--- src/rtl/fix_trailer_check.sv ---
// fix_trailer_check
// Frames FIX messages on the inbound byte stream ("8=" ... "10=ddd<SOH>"),
// accumulates the modulo-256 byte sum up to the SOH that precedes "10=",
// decodes the three trailer digits and reports pass/fail with a one-cycle
// done_o pulse. Result outputs hold until the next report.
//
// Optional feature: define FIX_LEN_LIMIT_EN to bound message length to
// MAX_LEN bytes; an overlong message is reported with err_code_o = 3.
//
// state  | meaning
// -------+---------------------------------------------------------------
// S_IDLE | hunting for '8' (0x38) that opens a header
// S_HDR  | '8' seen, expecting '=' (0x3D); anything else silently aborts
// S_BODY | summing body bytes, watching for <SOH>"10=" to enter trailer
// S_TRL  | accumulating trailer digits until the closing SOH

module fix_trailer_check #(
    parameter int MAX_LEN = 4096
) (
    input  logic       clk,
    input  logic       rst,
    input  logic [7:0] data_i,
    input  logic       valid_i,
    output logic       done_o,
    output logic       ok_o,
    output logic [1:0] err_code_o,
    output logic [7:0] computed_o,
    output logic [9:0] received_o
);

    typedef enum logic [1:0] {
        S_IDLE = 2'd0,
        S_HDR  = 2'd1,
        S_BODY = 2'd2,
        S_TRL  = 2'd3
    } state_t;

    localparam logic [7:0] CH_8   = 8'h38;
    localparam logic [7:0] CH_EQ  = 8'h3D;
    localparam logic [7:0] CH_1   = 8'h31;
    localparam logic [7:0] CH_0   = 8'h30;
    localparam logic [7:0] CH_SOH = 8'h01;

    localparam logic [1:0] ERR_NONE   = 2'd0;
    localparam logic [1:0] ERR_MISM   = 2'd1;
    localparam logic [1:0] ERR_FORMAT = 2'd2;
    localparam logic [1:0] ERR_LONG   = 2'd3;

    state_t     state, state_n;
    logic [7:0] sum, sum_n;
    logic [7:0] snap, snap_n;
    logic [9:0] val, val_n;
    logic [1:0] match, match_n;
    logic [1:0] digits, digits_n;

    // report strobe and the values it loads into the result registers
    logic       rep;
    logic       rep_ok;
    logic [1:0] rep_err;
    logic [7:0] rep_comp;
    logic [9:0] rep_rcv;

    logic       is_digit;
    logic [7:0] sum_add;
    logic [9:0] val_next;

    assign is_digit = (data_i >= 8'h30) && (data_i <= 8'h39);
    assign sum_add  = sum + data_i;
    assign val_next = (val << 3) + (val << 1) + {6'd0, data_i[3:0]};

`ifdef FIX_LEN_LIMIT_EN
    localparam int LEN_W = $clog2(MAX_LEN + 1);

    logic [LEN_W-1:0] len, len_n;
    logic             len_full;

    // the byte now on data_i would push the message past MAX_LEN
    assign len_full = (len == LEN_W'(MAX_LEN));

    // length counter register
    always_ff @(posedge clk or negedge rst) begin
        if (!rst) begin
            len <= '0;
        end else begin
            len <= len_n;
        end
    end
`else
    logic len_full;
    logic unused_max_len;

    assign len_full       = 1'b0;
    assign unused_max_len = ^MAX_LEN;
`endif

    // state and datapath registers
    always_ff @(posedge clk or negedge rst) begin
        if (!rst) begin
            state  <= S_IDLE;
            sum    <= 8'd0;
            snap   <= 8'd0;
            val    <= 10'd0;
            match  <= 2'd0;
            digits <= 2'd0;
        end else begin
            state  <= state_n;
            sum    <= sum_n;
            snap   <= snap_n;
            val    <= val_n;
            match  <= match_n;
            digits <= digits_n;
        end
    end

    // next-state, datapath update and report decision
    always_comb begin
        state_n  = state;
        sum_n    = sum;
        snap_n   = snap;
        val_n    = val;
        match_n  = match;
        digits_n = digits;
`ifdef FIX_LEN_LIMIT_EN
        len_n    = len;
`endif
        rep      = 1'b0;
        rep_ok   = 1'b0;
        rep_err  = ERR_NONE;
        rep_comp = snap;
        rep_rcv  = val;

        if (valid_i) begin
            case (state)
                S_IDLE: begin
                    if (data_i == CH_8) begin
                        state_n  = S_HDR;
                        sum_n    = CH_8;
                        snap_n   = 8'd0;
                        val_n    = 10'd0;
                        match_n  = 2'd0;
                        digits_n = 2'd0;
`ifdef FIX_LEN_LIMIT_EN
                        len_n    = LEN_W'(1);
`endif
                    end
                end

                S_HDR: begin
                    if (data_i == CH_EQ) begin
                        state_n = S_BODY;
                        sum_n   = sum_add;
`ifdef FIX_LEN_LIMIT_EN
                        len_n   = LEN_W'(2);
`endif
                    end else begin
                        state_n = S_IDLE;
                    end
                end

                S_BODY: begin
                    if (len_full) begin
                        rep      = 1'b1;
                        rep_err  = ERR_LONG;
                        rep_comp = sum;
                    end else begin
                        sum_n = sum_add;
`ifdef FIX_LEN_LIMIT_EN
                        len_n = len + LEN_W'(1);
`endif
                        if (data_i == CH_SOH) begin
                            snap_n  = sum_add;
                            match_n = 2'd1;
                        end else if (match == 2'd1 && data_i == CH_1) begin
                            match_n = 2'd2;
                        end else if (match == 2'd2 && data_i == CH_0) begin
                            match_n = 2'd3;
                        end else if (match == 2'd3 && data_i == CH_EQ) begin
                            state_n  = S_TRL;
                            match_n  = 2'd0;
                            digits_n = 2'd0;
                            val_n    = 10'd0;
                        end else begin
                            match_n = 2'd0;
                        end
                    end
                end

                S_TRL: begin
                    if (len_full) begin
                        rep      = 1'b1;
                        rep_err  = ERR_LONG;
                        rep_comp = sum;
                    end else begin
                        sum_n = sum_add;
`ifdef FIX_LEN_LIMIT_EN
                        len_n = len + LEN_W'(1);
`endif
                        if (is_digit && digits != 2'd3) begin
                            val_n    = val_next;
                            digits_n = digits + 2'd1;
                        end else if (data_i == CH_SOH && digits == 2'd3) begin
                            rep     = 1'b1;
                            rep_ok  = (val == {2'b00, snap});
                            rep_err = rep_ok ? ERR_NONE : ERR_MISM;
                        end else begin
                            // non-digit, early SOH, or a 4th digit
                            rep     = 1'b1;
                            rep_err = ERR_FORMAT;
                        end
                    end
                end

                default: state_n = S_IDLE;
            endcase

            // every report returns to a clean IDLE so the next '8' can start at once
            if (rep) begin
                state_n  = S_IDLE;
                sum_n    = 8'd0;
                snap_n   = 8'd0;
                val_n    = 10'd0;
                match_n  = 2'd0;
                digits_n = 2'd0;
`ifdef FIX_LEN_LIMIT_EN
                len_n    = '0;
`endif
            end
        end
    end

    // result registers: done_o pulses, the rest hold until the next report
    always_ff @(posedge clk or negedge rst) begin
        if (!rst) begin
            done_o     <= 1'b0;
            ok_o       <= 1'b0;
            err_code_o <= 2'd0;
            computed_o <= 8'd0;
            received_o <= 10'd0;
        end else begin
            done_o <= rep;
            if (rep) begin
                ok_o       <= rep_ok;
                err_code_o <= rep_err;
                computed_o <= rep_comp;
                received_o <= rep_rcv;
            end
        end
    end

endmodule

--- config.mk ---
export PLATFORM = sky130hd
export DESIGN_NAME = fix_trailer_check
export DESIGN_NICKNAME = d
export VERILOG_FILES = /design/src/rtl/fix_trailer_check.sv
export SDC_FILE = /design/constraint.sdc
export NUM_CORES = 1
export LEC_CHECK = 0
export ABC_AREA = 0
export CAP_MARGIN = 30
export CORE_MARGIN = 2
export CORE_UTILIZATION = 57
export DETAILED_ROUTE_END_ITERATION = 12
export HOLD_SLACK_MARGIN = 0.05
export PLACE_DENSITY_LB_ADDON = 0.05
export SLEW_MARGIN = 20
export SYNTH_ARGS = -nofsm -noshare
export SYNTH_HDL_FRONTEND = slang
export SYNTH_SLANG_ARGS = --single-unit
export TNS_END_PERCENT = 10
--- constraint.sdc ---
create_clock -name clk -period 3.5 [get_ports clk]
set_input_delay 0.875 -clock clk [delete_from_list [all_inputs] [get_ports clk]]
set_output_delay 0.875 -clock clk [all_outputs]
set_load 0.01 [all_outputs]
=== Word-level counts from Yosys, hierarchy flattened ===
Cells that the tools add are included.

* Equality and inequality tests: 22
* Reduce and logical (&&, ||, !) cells: 16
* $lt $le $gt $ge: 2
* $add $sub $neg: 4
* Mux-type cells: 50

{| class="wikitable"
|+ Operators by type and width
! operator !! number
|-
| two-way mux 10 bit || 7
|-
| two-way mux 8 bit || 6
|-
| two-way mux 2 bit || 22
|-
| equality test 8 x 6 -> 1 bit, second input constant || 4
|-
| one-hot mux 10 bit (3 select lines) || 1
|-
| inequality test 3 bit, second input constant || 8
|-
| one-hot mux 8 bit (3 select lines) || 1
|-
| one-hot mux 8 bit (2 select lines) || 1
|-
| one-hot mux 2 bit (3 select lines) || 2
|-
| adder 10 bit || 1
|-
| adder 10 x 4 -> 10 bit || 1
|-
| equality test 10 x 8 -> 1 bit || 1
|-
| equality test 2 bit, second input constant || 5
|-
| two-way mux 1 bit || 9
|-
| adder 8 bit || 1
|-
| equality test 8 x 1 -> 1 bit, second input constant || 1
|-
| greater-or-equal comparator 8 x 6 -> 1 bit, second input constant || 1
|-
| less-or-equal comparator 8 x 6 -> 1 bit, second input constant || 1
|-
| AND reduction 8 bit || 1
|-
| nonzero test 4 bit || 2
|-
| AND reduction 7 bit || 1
|-
| logical AND 1 bit || 6
|-
| AND reduction 3 bit || 2
|-
| equality test 2 x 1 -> 1 bit, second input constant || 2
|-
| other kinds (7) || 7
|}

* Bits of input ports: 11
* Word-level logic and storage cells: 105
* Register bits after elaboration: 54

=== Depth between registers and ports, before layout ===
Gate-level depths: netlist of run 1.

* Depth after elaboration: 8
* Gate-level depth with buffers: 9
* Gate-level depth less buffers: 9

=== Worst setup path before layout of run 1 ===
Ideal clock, no wire load.

* Kind: input port to flip-flop
* Start: input port data_i[3]
* End: register val[8] (netlist: rep_rcv[8])
* Data required time: 3.375 ns
* Stages: 9
* Setup time: 0.125 ns
* Setup slack: 0.528 ns
* Arrival time: 2.847 ns
* Cell sequence: inv_1 -> fa_1 -> inv_1 -> fa_1 -> a211oi_1 -> o21bai_1 -> a21oi_1 -> mux2i_1 -> mux2_4

* Longest elaborated chain between the ends: 8

{| class="wikitable"
|+ Ends and longest elaborated chain
! what !! RTL line !! RTL
|-
| start: declaration || 22 || <nowiki>input logic [7:0] data_i,</nowiki>
|-
| greater-or-equal comparator 8 x 6 -> 1 bit / less-or-equal comparator 8 x 6 -> 1 bit (equally long branches) || 67 || <nowiki>assign is_digit = (data_i >= 8'h30) && (data_i <= 8'h39);</nowiki>
|-
| logical AND 1 bit || 67 ||
|-
| logical AND 1 bit || 198 || <nowiki>if (is_digit && digits != 2'd3) begin</nowiki>
|-
| two-way mux 1 bit || 198 ||
|-
| two-way mux 1 bit || - ||
|-
| two-way mux 1 bit || 132 || <nowiki>if (valid_i) begin</nowiki>
|-
| inequality test 3 bit (no line) / nonzero test 4 bit (equally long branches) || - ||
|-
| AND reduction 8 bit (no line) || - ||
|-
| end signal: assignment || 109 || <nowiki>val <= val_n;</nowiki>
|-
| end: declaration || 52 || <nowiki>logic [9:0] val, val_n;</nowiki>
|}

Several ways; a longest one is shown, not always the timed one. The select of a mux whose other input is x is not followed.
A chain may end at the register's enable or synchronous reset.

=== Worst setup path after layout of run 1 ===
Same ends and word-level chain as after synthesis.

==> results.cfg, run 1 <==
[run_status]
status = finished clean

[global_route]
overflow = 0
grt_start_max_net_pins = 32
grt_pass1_vias = 2502
antenna_found_initial = 0
grt_pass1_wl_um = 12200
grtUsageTotal_pct = 24.7

[placed_design]
portBuffers = 32
dpl_cell_area_um2 = 3760
dp_hpwl_um = 5560
place.gp.congestion = 0.884
post-place-ws_ps = -85.2

[timing]
period_share_pct = 93.4
rsz0062_at_grt = false
fmax_mhz = 306
relSlewSlack_pct = 55.8
hold_violations = 0
setup_ws_ps = 231
tns_ps = 0
hold_slack_ps = 484
worst_slew_pin_slew_ps = 663
finalCriticalPeriod_ps = 3270
drv_slew = 0
finalSetupViolations = 0
fin_skew_ps = 7.92

[worst_setup_path]
r2r-start = rep_rcv[2]
r2r-end = rep_rcv[8]
critPathLaunchType = input port
critPathRequiredTime_ps = 3700
worstPathArrival_ps = 3470
worst-path-max-fanout = 2
r2r.worst_path.cells = 9
rrSetupSlack_ps = 900
cpPeakStageDelay_ps = 530
cp_cell_sequence = clkdlybuf4s50_1 -> inv_1 -> fa_1 -> inv_1 -> fa_1 -> a211oi_1 -> o21bai_1 -> a21oi_1 -> mux2i_1 -> mux2_4
cp-end-kind = flop
cp_slowest_cell = fa_1
critical_path_class = in -> reg

[logic_synthesis]
ys_types = 53
yosysSeqAreaShare_pct = 40.9
netlist_instances = 326
avgSynthCellArea_um2 = 10.1
syn_area_um2 = 3310
ys_ff_latch = 54
synth_edf_count = 0
syn-num-nets = 367
ys.flop_type = dfrtp_1
yosysWarnings = 0
async_reset_ff_share_pct = 100

[clock_network]
cts_sinks = 54
clock_latency_ps = 310
cts_tree = yes
cts_buffer_depth = 2
numCtsBuffers = 5
holdBufCountCts = 0
htreeDepth = 2
cts_setup_buffers = 0
clk_pin_slew_worst_paths_ps = 100
clockRootBuffer = clkbuf_8
cts_resized = 0

[floorplan]
fp.dieArea_um2 = 6430
die_width_um = 80.2
num_rows = 27
start_util_pct = 59.7
core_um2 = 5540
fp.dieH_um = 80.2
num_io_pins = 33

[power]
p_int_mw = 1.19
switching_share_pct = 38.5
p_switching_uw = 748
pwr_density_cell_nw_per_um2 = 504
p_comb_share_pct = 42.2
power_frac_clock_pct = 18.7
peakVddDrop_mv = 0.299
seqPwrFrac_pct = 39.1
p_leak_nw = 1.81

[finish]
areaGrowthSynthToFinish_pct = 16.5
final_common_cell = nand2_1
nets = 412
fillers = 455
finalInstanceArea_um2 = 3850
final_cell_mix = 67 x nand2_1, 54 x dfrtp_1, 31 x clkdlybuf4s50_1
final_util_pct = 69.5
drive_above_1_share_pct = 11.3
antenna_cells = 0

[routing]
drc = 0
vias_per_cell = 5.68
wl_per_cell_um = 15.7
first_pass_iters = 4
routed_wl_um = 6990
drt_iter0_drc = 95
ant_nets = 0
num_vias = 2520

[min_path]
hold_end = received_o[5]
min_from = received_o[5]
holdPathStages = 2
hold_class = reg -> reg

[flow_run]
drv_cap = 0
## kinds of logic (layout without fill, tap and decap cells)
family / Yosys count / after routing / share of synthesized area (%)
adders and majority gates: 30 / 30 / 12.0
buffers and inverters: 23 / 69 / 3.33
AOI/OAI and AO/OA: 68 / 68 / 16.0
DFF: 54 / 54 / 40.9
and+or+nand+nor: 116 / 116 / 17.1
muxes: 15 / 15 / 5.41
xor gates and xnor gates: 20 / 20 / 5.30
## per-stage QoR
stage,instances,power [mW]
after floorplan,326,1.36
after global placement,436,1.56
after detailed placement,436,1.58
after CTS,444,1.95
after global routing,444,2.09
final,444,1.94
## routing by layer
layer  GRT usage (%)  vias to the layer above  routed length (µm)
met5               0                        -                   0
met4            5.76                        0                  65
met3            3.37                        8                 223
met2            41.4                       56                3370
met1            34.0                     1208                3320
li1                -                     1248                   -
## flip-flops by register name, indices dropped and copies added (netlist names)
register,flops
digits,2
rep_rcv,10
match,2
computed_o,8
err_code_o,2
received_o,10
done_o,1
ok_o,1
state,2
sum,8
snap,8
## critical path: cells and delay by family
family                   cells  cell delay (ps)
adder cells (fa/ha/maj)      2              960
AO/OA/AOI/OAI                3              630
multiplexers                 2              350
buffers and inverters        3              660
## power by group through the flow
stage,combinational (mW),clock [mW],sequential [mW]
after floorplan,0.586,0,0.773
after global placement,0.796,0,0.767
after detailed placement,0.814,0,0.771
after CTS,0.818,0.373,0.758
after global routing,0.924,0.395,0.770
final,0.820,0.363,0.758
## synthesized netlist by cell type, types with 2 or more instances
library cell  number  area share, %
ha_1              27             10
dfrtp_1           54             41
nor3_1             8            1.2
inv_1             15            1.7
fa_1               3            1.8
o21ai_0           18            2.7
nand4_1            3           0.57
nor4_1             3           0.57
nor2_1            10            1.1
xor2_1             8            2.1
nand2b_1           4           0.76
o22ai_1            2           0.38
o21a_1             3           0.68
and2_1             2           0.38
buf_2              4           0.61
a21oi_1            7            1.1
a211oi_1           4           0.91
o31ai_1            4           0.91
mux2_2             3            1.0
mux2i_1            7            2.1
nor2b_1            2           0.38
nand3_1            7            1.1
nand2_1           67            7.6
o2111ai_1          2           0.53
buf_6              2           0.68
mux2_4             5            2.3
a21o_1             2           0.45
o2bb2ai_1          4            1.1
a22o_1             5            1.3
o21bai_1           3           0.68
o31ai_4            2            1.3
xnor2_1           12            3.2
o211ai_1           4           0.91
## how the worst max path moves through the flow
stage / end / slack, ps / startpoint
3_5_place_dp: rep_rcv[8] / -90 / data_i[3]
5_1_grt: rep_rcv[8] / 120 / data_i[3]
3_3_place_gp: rep_rcv[8] / -60 / data_i[3]
6_report: rep_rcv[8] / 230 / data_i[3]
2_1_floorplan: rep_rcv[8] / 530 / data_i[3]
4_1_cts: rep_rcv[8] / 250 / data_i[3]
## final cells by class
| type | count | area, µm² | area share, % |
|---|---|---|---|
| clock buffer | 5 | 68.8 | 1.79 |
| clock inverter | 3 | 23.8 | 0.617 |
| inverter | 16 | 60.1 | 1.56 |
| multi-input combinational | 249 | 1850 | 47.9 |
| sequential | 54 | 1350 | 35.1 |
| tap | 72 | 90.1 | 2.34 |
| timing repair buffer | 45 | 413 | 10.7 |
No activity file was read; power rests on OpenSTA's default activity.
==> run 2: changes to the inputs <==
--- a/config.mk
+++ b/config.mk
@@ -9,4 +9,6 @@
 export CAP_MARGIN = 30
+export CELL_PAD_IN_SITES_DETAIL_PLACEMENT = 0
+export CELL_PAD_IN_SITES_GLOBAL_PLACEMENT = 1
 export CORE_MARGIN = 2
-export CORE_UTILIZATION = 57
+export CORE_UTILIZATION = 45
 export DETAILED_ROUTE_END_ITERATION = 12
==> constraint.sdc (replaced) <==
create_clock -name clk -period 3.5 [get_ports clk]
set_input_delay 0.7 -clock clk [delete_from_list [all_inputs] [get_ports clk]]
set_output_delay 0.7 -clock clk [all_outputs]
set_load 0.01 [all_outputs]
==> run 2 against run 1 <==
  * Worst hold slack got worse by 56 ps
  * Final cell count increased by 5.6%
  * Clock-buffer cell count unchanged
  * Maximum frequency increased by 5.1%
  * Non-clock buffer count decreased by 2
  * Register-to-register slack about the same
==> results.cfg, run 2 (same netlist as run 1, synthesis figures left out) <==
[clock_network]
cts_setup_buffers = 0
cts_tree = yes
clk_pin_slew_worst_paths_ps = 100
htreeDepth = 2
cts_buffer_depth = 2
clock_latency_ps = 310
cts_resized = 0
clockRootBuffer = clkbuf_8
numCtsBuffers = 5
holdBufCountCts = 0
cts_sinks = 54

[routing]
routed_wl_um = 7320
first_pass_iters = 4
route.met2.wl_um = 3440
drc = 0
met3_length_um = 189
drt_iter0_drc = 68
ant_nets = 0
vias_per_cell = 5.24
num_vias = 2457
wl_per_cell_um = 15.6
wl_met1_um = 3590
top_layer = met4

[worst_setup_path]
critPathLaunchType = input port
critPathRequiredTime_ps = 3710
cp_slowest_cell = fa_1
worstPathArrival_ps = 3320
critical_path_class = in -> reg
cp_cell_sequence = clkdlybuf4s50_1 -> inv_1 -> fa_1 -> inv_1 -> fa_1 -> a211oi_1 -> o21bai_1 -> a21oi_1 -> mux2i_1 -> mux2_4
cp-end-kind = flop
crit_family = adder cells
crit_buf_inv = 3
worst-path-max-fanout = 2
cpPeakStageDelay_ps = 530

[timing]
finalSetupViolations = 0
fin_skew_ps = 7.27
fmax_mhz = 322
hold_violations = 0
rsz0062_at_grt = false
hold_slack_ps = 428
setup_ws_ps = 390
worst_slew_pin_slew_ps = 711
drv_slew = 0
tns_ps = 0
finalCriticalPeriod_ps = 3110
period_share_pct = 88.9
relSlewSlack_pct = 52.6

[global_route]
antenna_found_initial = 0
grtUsageTotal_pct = 19.3
grt_pass1_vias = 2431
grt_start_max_net_pins = 32
overflow = 0
grt_pass1_wl_um = 12600

[placed_design]
dp_cells = 461
portBuffers = 32
dp_hpwl_um = 5710
post-place-ws_ps = 62.9
place.gp.congestion = 0.820
dpl_cell_area_um2 = 3780

[floorplan]
fp.dieArea_um2 = 8050
die_width_um = 89.7
fp.dieH_um = 89.7
start_util_pct = 46.1
core_um2 = 7180
num_io_pins = 33
num_rows = 31

[finish]
final_common_cell = nand2_1
final_cell_mix = 67 x nand2_1, 54 x dfrtp_1, 31 x clkdlybuf4s50_1
drive_above_1_share_pct = 10.8
fillers = 668
nets = 410
antenna_cells = 0
areaGrowthSynthToFinish_pct = 17.1
instances_no_fill = 469
final_util_pct = 53.9
finalInstanceArea_um2 = 3870

[power]
peakVddDrop_mv = 0.283
report.power.total_mw = 1.94
pwr_density_cell_nw_per_um2 = 501
p_leak_nw = 1.80

[flow_run]
drv_cap = 0

[run_status]
status = finished clean

[min_path]
hold_class = in -> async
==> run 2: cell types whose count changed in the layout (fill, tap and decap cells not counted) <==
| cell | change |
|---|---|
| buf_4 | -2 |
==> run 2: final timing paths <==
| check | from | to | slack, ps | depth (start not counted) |
|---|---|---|---|---|
| setup / recovery | data_i[3] | rep_rcv[8] | 390 | 10 |
| hold / removal | rst | rep_rcv[6] | 430 | 1 |
| setup reg to reg | rep_rcv[0] | rep_rcv[8] | 900 | 9 |
| hold reg to reg | received_o[6] | received_o[6] | 480 | 2 |
| max in group asynchronous | rst | snap[5] | 2290 | 2 |
| min in group clk | received_o[6] | received_o[6] | 480 | 2 |
==> run 2: area by class of cell <==
type	instances	area, µm²	area share (%)
Inverter	16	60.1	1.55
Clock inverter	3	23.8	0.614
Sequential cell	54	1350	34.9
Multi-Input combinational cell	249	1850	47.7
Clock buffer	5	68.8	1.78
Tap cell	99	124	3.20
Timing Repair Buffer	43	398	10.3
==> run 2: where the power goes <==
part	internal, mW	total, mW	switching [mW]
Combinational	0.343	0.819	0.476
Sequential	0.705	0.756	0.0506
Clock	0.144	0.366	0.222
Total	1.19	1.94	0.749
==> run 2: layer usage <==
| metal | track usage [%] | vias to the layer above |
|---|---|---|
| li1 | - | 1243 |
| met1 | 27.2 | 1162 |
| met2 | 31.4 | 44 |
| met3 | 2.85 | 8 |
| met4 | 4.87 | 0 |
| met5 | 0 | - |
==> run 3: changes to the inputs <==
Settings changed: SETUP_SLACK_MARGIN set to 0.1.
==> results of run 3 <==
Same layout as run 2: the final DEF is identical, and so are final timing and power.
